**src/rtl/sprite_fetch_sched.sv**
```systemverilog
// sprite_fetch_sched: shares one sprite row ROM among NUM_OBJ objects, fetching rows into shadow regs per line
// Ports: clk, rst_n (async active-low); line_start/next_y begin a fetch; obj_y/obj_dir/obj_base per-slot
//   object state; line_swap copies shadow -> row_active/row_valid; rom_en/rom_addr/rom_data shared ROM
//   (1-cycle read latency); busy, done, overrun status.
module sprite_fetch_sched #(
   parameter int NUM_OBJ  = 5,
   parameter int SPRITE_H = 16,
   parameter int ROW_W    = 64,
   parameter int ROM_AW   = 9
) (
   input  logic                       clk,
   input  logic                       rst_n,
   input  logic                       line_start,
   input  logic [9:0]                 next_y,
   input  logic [NUM_OBJ*10-1:0]      obj_y,
   input  logic [NUM_OBJ*4-1:0]       obj_dir,
   input  logic [NUM_OBJ*ROM_AW-1:0]  obj_base,
   input  logic                       line_swap,
   output logic                       rom_en,
   output logic [ROM_AW-1:0]          rom_addr,
   input  logic [ROW_W-1:0]           rom_data,
   output logic [NUM_OBJ*ROW_W-1:0]   row_active,
   output logic [NUM_OBJ-1:0]         row_valid,
   output logic                       busy,
   output logic                       done,
   output logic                       overrun
);
   localparam int IW = $clog2(NUM_OBJ);
   localparam int HW = $clog2(SPRITE_H);
   localparam logic [1:0] S_IDLE = 2'd0, S_ISSUE = 2'd1, S_DRAIN = 2'd2, S_DONE = 2'd3;
   logic [1:0]                 state;
   logic [IW-1:0]              idx;
   logic [9:0]                 snap_ny;
   logic [NUM_OBJ*10-1:0]      snap_y;
   logic [NUM_OBJ*4-1:0]       snap_dir;
   logic [NUM_OBJ*ROM_AW-1:0]  snap_base;
   logic [NUM_OBJ*ROW_W-1:0]   shadow;
   logic [NUM_OBJ-1:0]         shadow_valid;
   logic                       p1_v, p1_hit, p2_v, p2_hit;
   logic [IW-1:0]              p1_idx, p2_idx;
   logic [9:0]                 cur_y, dy;
   logic [3:0]                 cur_dir;
   logic [ROM_AW-1:0]          cur_base, cur_addr;
   logic                       hit, issue, restart;
   assign busy = state != S_IDLE;
   always_comb begin
      cur_y    = snap_y[idx*10 +: 10];
      cur_dir  = snap_dir[idx*4 +: 4];
      cur_base = snap_base[idx*ROM_AW +: ROM_AW];
      dy       = snap_ny - cur_y;
      hit      = (snap_ny >= cur_y) && (dy < 10'(SPRITE_H));
      cur_addr = cur_base + (ROM_AW'(cur_dir) << HW) + ROM_AW'(dy[HW-1:0]);
      // the edge that accepts a new line_start issues nothing for the abandoned slot
      issue    = (state == S_ISSUE) && !line_start;
      // DONE is already finished, so a line_start there is a normal start, not an overrun
      restart  = line_start && (state == S_ISSUE || state == S_DRAIN);
   end
   always_ff @(posedge clk or negedge rst_n) begin
      if (!rst_n) begin
         state <= S_IDLE;
         idx <= '0;
         snap_ny <= '0;
         snap_y <= '0;
         snap_dir <= '0;
         snap_base <= '0;
         shadow <= '0;
         shadow_valid <= '0;
         p1_v <= 1'b0;
         p1_hit <= 1'b0;
         p1_idx <= '0;
         p2_v <= 1'b0;
         p2_hit <= 1'b0;
         p2_idx <= '0;
         rom_en <= 1'b0;
         rom_addr <= '0;
         row_active <= '0;
         row_valid <= '0;
         done <= 1'b0;
         overrun <= 1'b0;
      end else begin
         done <= state == S_DONE;
         overrun <= restart || (line_swap && busy);
         rom_en <= issue && hit;
         if (issue && hit) rom_addr <= cur_addr;
         // read pipe runs independently of the FSM so in-flight rows still land after an abort
         p1_v <= issue;
         p1_hit <= hit;
         p1_idx <= idx;
         p2_v <= p1_v;
         p2_hit <= p1_hit;
         p2_idx <= p1_idx;
         if (p2_v) begin
            shadow[p2_idx*ROW_W +: ROW_W] <= p2_hit ? rom_data : '0;
            shadow_valid[p2_idx] <= p2_hit;
         end
         if (line_swap && busy) row_valid <= '0;
         else if (line_swap) begin
            row_active <= shadow;
            row_valid <= shadow_valid;
         end
         if (line_start) begin
            state <= S_ISSUE;
            idx <= '0;
            snap_ny <= next_y;
            snap_y <= obj_y;
            snap_dir <= obj_dir;
            snap_base <= obj_base;
         end else if (state == S_ISSUE) begin
            state <= (idx == IW'(NUM_OBJ - 1)) ? S_DRAIN : S_ISSUE;
            idx <= (idx == IW'(NUM_OBJ - 1)) ? '0 : idx + 1'b1;
         end else if (state == S_DRAIN) begin
            state <= (idx == IW'(1)) ? S_DONE : S_DRAIN;
            idx <= idx + 1'b1;
         end else if (state == S_DONE) state <= S_IDLE;
      end
   end
endmodule

```
**config.mk**
```make
export PLATFORM = sky130hd
export DESIGN_NAME = sprite_fetch_sched
export DESIGN_NICKNAME = d
export VERILOG_FILES = /design/src/rtl/sprite_fetch_sched.sv
export SDC_FILE = /design/constraint.sdc
export NUM_CORES = 1
export LEC_CHECK = 0
export BUFFER_PORTS_ARGS = -buffer_cell sky130_fd_sc_hd__clkbuf_2
export CAP_MARGIN = 20
export CELL_PAD_IN_SITES_DETAIL_PLACEMENT = 2
export CELL_PAD_IN_SITES_GLOBAL_PLACEMENT = 2
export CORE_UTILIZATION = 38
export CTS_CLUSTER_DIAMETER = 30
export DETAILED_ROUTE_END_ITERATION = 8
export GPL_TIMING_DRIVEN = 0
export PLACE_DENSITY = 0.82
export SKIP_CTS_REPAIR_TIMING = 1
export SLEW_MARGIN = 20
export SYNTH_ARGS = -nofsm -noshare
export SYNTH_HDL_FRONTEND = slang
export SYNTH_SLANG_ARGS = --single-unit
```
**constraint.sdc**
```tcl
create_clock -name clk -period 5.2 [get_ports clk]
set_input_delay 1.04 -clock clk [delete_from_list [all_inputs] [get_ports clk]]
set_output_delay 1.04 -clock clk [all_outputs]
set_load 0.05 [all_outputs]
```
-- Yosys cells after proc, flatten, opt, wreduce, memory -nomap -nowiden
Cells that the tools add are included.
- flip-flop bits (word level): 802
- input bits: 193
- output and inout bits: 338
- word-level logic and storage cells: 73
- add/subtract/negate cells: 5
- multipliers: 2
- order comparisons: 4
- eq/ne operators: 5
- shift-type cells: 5
- multiplexer cells: 17
- bitwise operators: 1
- reduce and logical (&&, ||, !) cells: 14
- operators by type and width (cell ; number):
    320-bit bitwise mux ; 1
    64-bit by 34-bit variable shift with 320-bit output, first input constant ; 1
    64-bit by 34-bit indexed part select with 320-bit output ; 1
    64-bit two-way mux ; 1
    50-bit by 8-bit indexed part select with 10-bit output ; 1
    45-bit by 8-bit indexed part select with 9-bit output ; 1
    9-bit negation with 34-bit output ; 1
    20-bit by 6-bit indexed part select with 4-bit output ; 1
    3-bit two-way mux ; 4
    10-bit greater-or-equal comparator ; 1
    10-bit by 5-bit < comparator with 1-bit output, second input constant ; 1
    2-bit two-way mux ; 5
    5-bit two-way mux ; 2
    10-bit subtractor ; 1
    9-bit by 4-bit adder with 9-bit output ; 1
    9-bit by 8-bit adder with 9-bit output ; 1
    3-bit by 4-bit multiplier with 7-bit output, second input constant ; 1
    1-bit logical AND ; 6
    3-bit by 3-bit multiplier with 6-bit output, second input constant ; 1
    5-bit bitwise mux ; 1
    2-bit == test, second input constant ; 2
    3-bit by 4-bit < comparator with 1-bit output, second input constant ; 1
    2-bit nonzero test ; 2
    4-bit nonzero test ; 1
    12 further kinds ; 14

-- Depth between registers and ports, before layout
- word-level depth: 6
- mapped depth: 17
- depth with buffers taken out: 16

-- Worst setup path after synthesis
Ideal clock, no wire load.
- kind: register -> register
- start point: register idx[0]
- end point: register rom_addr[7]
- setup time: 0.125 ns
- arrival time: 3.914 ns
- required time: 5.075 ns
- path slack: 1.161 ns
- stages on the path, launching flop included: 16
- path buffers: 2
- period minus slack after synthesis: 4.039 ns
- cells stage by stage: dfrtp_1 > clkbuf_1 > buf_1 > mux2i_1 > o22ai_1 > ha_1 > fa_1 > inv_1 > ha_1 > a21o_1 > a21oi_2 > o21ai_0 > or4_1 > o311ai_0 > xnor2_1 > mux2_2
- cells in the longest elaborated chain, start to end: 6
- elaborated cells between the ends (all ways): 12
- those cells by class: add/sub: 3; mul: 2; order compare: 2; shift: 3; reduce/logical: 2
- RTL lines (what ; RTL line ; RTL):
    from (decl) ; 32 ; logic [IW-1:0] idx;
    from (signal assigned) ; 110 ; idx <= (idx == IW'(NUM_OBJ - 1)) ? '0 : idx + 1'b1;
    from (signal assigned) ; 113 ; idx <= idx + 1'b1;
    3-bit by 3-bit multiplier with 6-bit output ; 47 ; cur_y = snap_y[idx*10 +: 10];
    50-bit by 8-bit indexed part select with 10-bit output ; 47 ;
    10-bit subtractor ; 50 ; dy = snap_ny - cur_y;
    10-bit by 5-bit < comparator with 1-bit output ; 51 ; hit = (snap_ny >= cur_y) && (dy < 10'(SPRITE_H));
    1-bit logical AND ; 51 ;
    1-bit logical AND ; 84 ; if (issue && hit) rom_addr <= cur_addr;
    to (signal assigned) ; 84 ;
    to (decl) ; 20 ; output logic [ROM_AW-1:0] rom_addr,
Several ways; a longest one is shown, not always the timed one.
A chain may end at the register's enable or synchronous reset.

-- Worst setup path after layout
Same ends and word-level chain as after synthesis.

==> impl_metrics.tcl <==
set metrics [dict create \
    start_util_pct 38.6 \
    vias_per_cell 5.53 \
    syn_avg_cell_area_um2 12.6 \
    overflow 0 \
    synth_cells 2475 \
    cts_sinks 802 \
    grt_pass1_wl_mm 202 \
    h-tree-depth 4 \
    io_pins 531 \
    synth_top_area_share_pct 64.2 \
    register_area_um2 20100 \
    async_flop_share_pct 100 \
    endpoint_kind "flip-flop" \
    drv_cap 0 \
    critPathSlowestCell "xnor2_1" \
    r2r_slack_ns 0.19 \
    finalSetupViolCount 0 \
    r2r_cells 15 \
    final_common_cell "dfrtp_1" \
    slew_violations 0 \
    cpPeakStageDelay_ns 0.51 \
    fillers 7652 \
    routedWlPerCell_um 31.2 \
    clk_latency_ns 0.76 \
    multi_input_area_um2 10500 \
    mostFrequentLayoutCells "dfrtp_1, clkbuf_2, mux2_2" \
    post-dp-hpwl_mm 84.2 \
    arrival_ns 5.63 \
    cts_tree "done" \
    ctsRootBufferMaster "clkbuf_16" \
    status "complete, no violations" \
    synth_nets 2697 \
    crit_end "rom_addr[7]" \
    core_area_um2 80900 \
    r2r_end "rom_addr[7]" \
    grt_max_degree 95 \
    critPathLaunchType "flip-flop" \
    rsz0062_at_grt "false" \
    finalSetupTns_ns 0 \
    yosys-top-cells-area "dfrtp_1, mux2_2, o21ai_0, nand2_1, clkbuf_1" \
    finalPower_mw 34.9 \
    max_freq_mhz 199 \
    drt_iter0_drc 1351 \
    synth.distinct_cells 50 \
    ys.flop_type "dfrtp_1" \
    fin_worst_skew_ns 0.0460 \
    max-slew-margin-rel_pct 14.6 \
    yosysWarnings 0 \
    row_count 104 \
    fin_util_pct 51.8 \
    rr_startpoint "idx[0]" \
    synth-seq-area-share_pct 64.2 \
    hold_viol_final 0 \
    hold_path.class "input port to async pin" \
    worst_pin_slew_ns 1.28 \
    clockBufferDepth 3 \
    layout_min_cycle_time_ns 5.01 \
    track_usage_pct 33.2 \
    final_nets 3418 \
    dieArea_um2 83400 \
    synth_top_area_cell "dfrtp_1" \
    syn_area_um2 31300 \
    crit_start "idx[0]" \
    synth_edf_count 0 \
    die_h_um 289 \
    ir_drop_mv 0.328 \
    die_x_um 289 \
    first_pass_iters 5 \
    required_ns 5.82 \
    finalCritPeriodShare_pct 96.4 \
    cts_buffers 180 \
    port-buffer-count 529 \
    critPathKind "flip-flop to flip-flop" \
    clk_pin_slew_worst_paths_ns 0.05 \
    areaGrowthSynthToFinish_pct 34.1 \
    drive_gt1_share_pct 39.7 \
    cp_cell_sequence "clkbuf_2, clkbuf_1, nor2_1, a21oi_1, o22ai_1, ha_1, fa_1, xnor2_1, ha_1, a21oi_2, o21ai_0, or4_1, o311ai_0, xnor2_1, mux2_2" \
    power_density_nw_per_um2 832 \
    leakagePower_nw 19.2 \
    dpl.cell_count 4074 \
    grt_pass1_vias 29018 \
    path_max_fanout 10 \
    ys_ff_latch 802 \
    antenna_found_initial 4 \
    place_congestion 0.843 \
    wl_mm 138 \
    fin_cells 4403 \
    via_count 24353 \
    ant_nets 0 \
    drc_errors 0 \
]
state kept, by name, indices dropped and copies added (netlist names), 5 cells and up:
register and cells:
snap_y 50, snap_base 45, shadow 320, row_valid 5, rom_addr 9, shadow_valid 5
snap_ny 10, row_active 320, snap_dir 20
critical path: cells and delay by family (launching register included):
kind,cells,cell delay [ns]
fa+ha+maj,3,1.17
compound gates,5,0.96
buf+inv,2,0.83
xor+xnor,2,0.65
simple gates,2,0.61
flops,1,0.43
mux,1,0.27
how the worst min path moves through the flow:
stage                       from              end  slack, ns  cells past startpoint
final                      rst_n  row_active[121]       0.29                      1
after global routing       rst_n  row_active[121]       0.29                      1
after CTS                  rst_n   row_active[54]       0.25                      1
after detailed placement  p1_hit           p2_hit       0.34                      0
after global placement    p1_hit           p2_hit       0.35                      0
after floorplan           p1_hit           p2_hit       0.33                      0
Yosys cell counts (all sizes together), types with 5 or more instances:
cell type  number
o21ai         337
buf            10
a21oi          31
nor2b           5
nand3          70
inv            20
mux2          456
nor2           34
nand2         409
o22ai          13
ha             27
mux2i          44
xnor2          10
o2bb2ai         5
clkbuf        146
dfrtp         802
nor3            5
cell type report:
class | count | share of cell area (%)
Clock buffer | 236 | 12.0
Sequential cell | 802 | 47.9
Tap cell | 1060 | 3.16
Multi-Input combinational cell | 1496 | 25.1
Buffer | 156 | 1.44
Antenna cell | 3 | 0.0179
Timing Repair Buffer | 539 | 6.96
Inverter | 21 | 0.188
Clock inverter | 90 | 3.25
per-layer routing:
metal	global-route usage (%)	part of all wire (%)
met1	35.9	36
met2	58.3	51
met3	8.75	6.3
met4	19.5	6.2
met5	0	0.0080
through the flow:
| step | area (um2) | hold WS [ns] | setup WS [ns] |
|---|---|---|---|
| 6_report | 41900 | 0.286 | 0.187 |
| 3_3_place_gp | 35200 | 0.346 | -15.06 |
| 2_1_floorplan | 31300 | 0.331 | 1.16 |
| 5_1_grt | 41900 | 0.292 | 0.140 |
| 4_1_cts | 41900 | 0.247 | -0.251 |
| 3_5_place_dp | 35500 | 0.342 | 0.116 |
report_power, final:
group | switching (mW) | leakage, nW | total [mW] | internal (mW)
registers | 1.86 | 9.20 | 10.6 | 8.70
clock network | 3.92 | 3.07 | 12.1 | 8.21
logic | 9.03 | 6.93 | 12.2 | 3.16
total | 14.8 | 19.2 | 34.9 | 20.1
kinds of logic (layout without fill, tap and decap cells):
kind of cell	count (synthesis)	after routing	synth area share, %
DFF	802	802	64.2
buffers and inverters	177	1042	2.15
xor gates and xnor gates	14	14	0.392
AOI/OAI and AO/OA	403	403	6.80
muxes	502	502	18.0
other	0	3	0
and+or+nand+nor	548	548	7.28
adders and majority gates	29	29	1.21
Power figures use the tool's default switching activity.
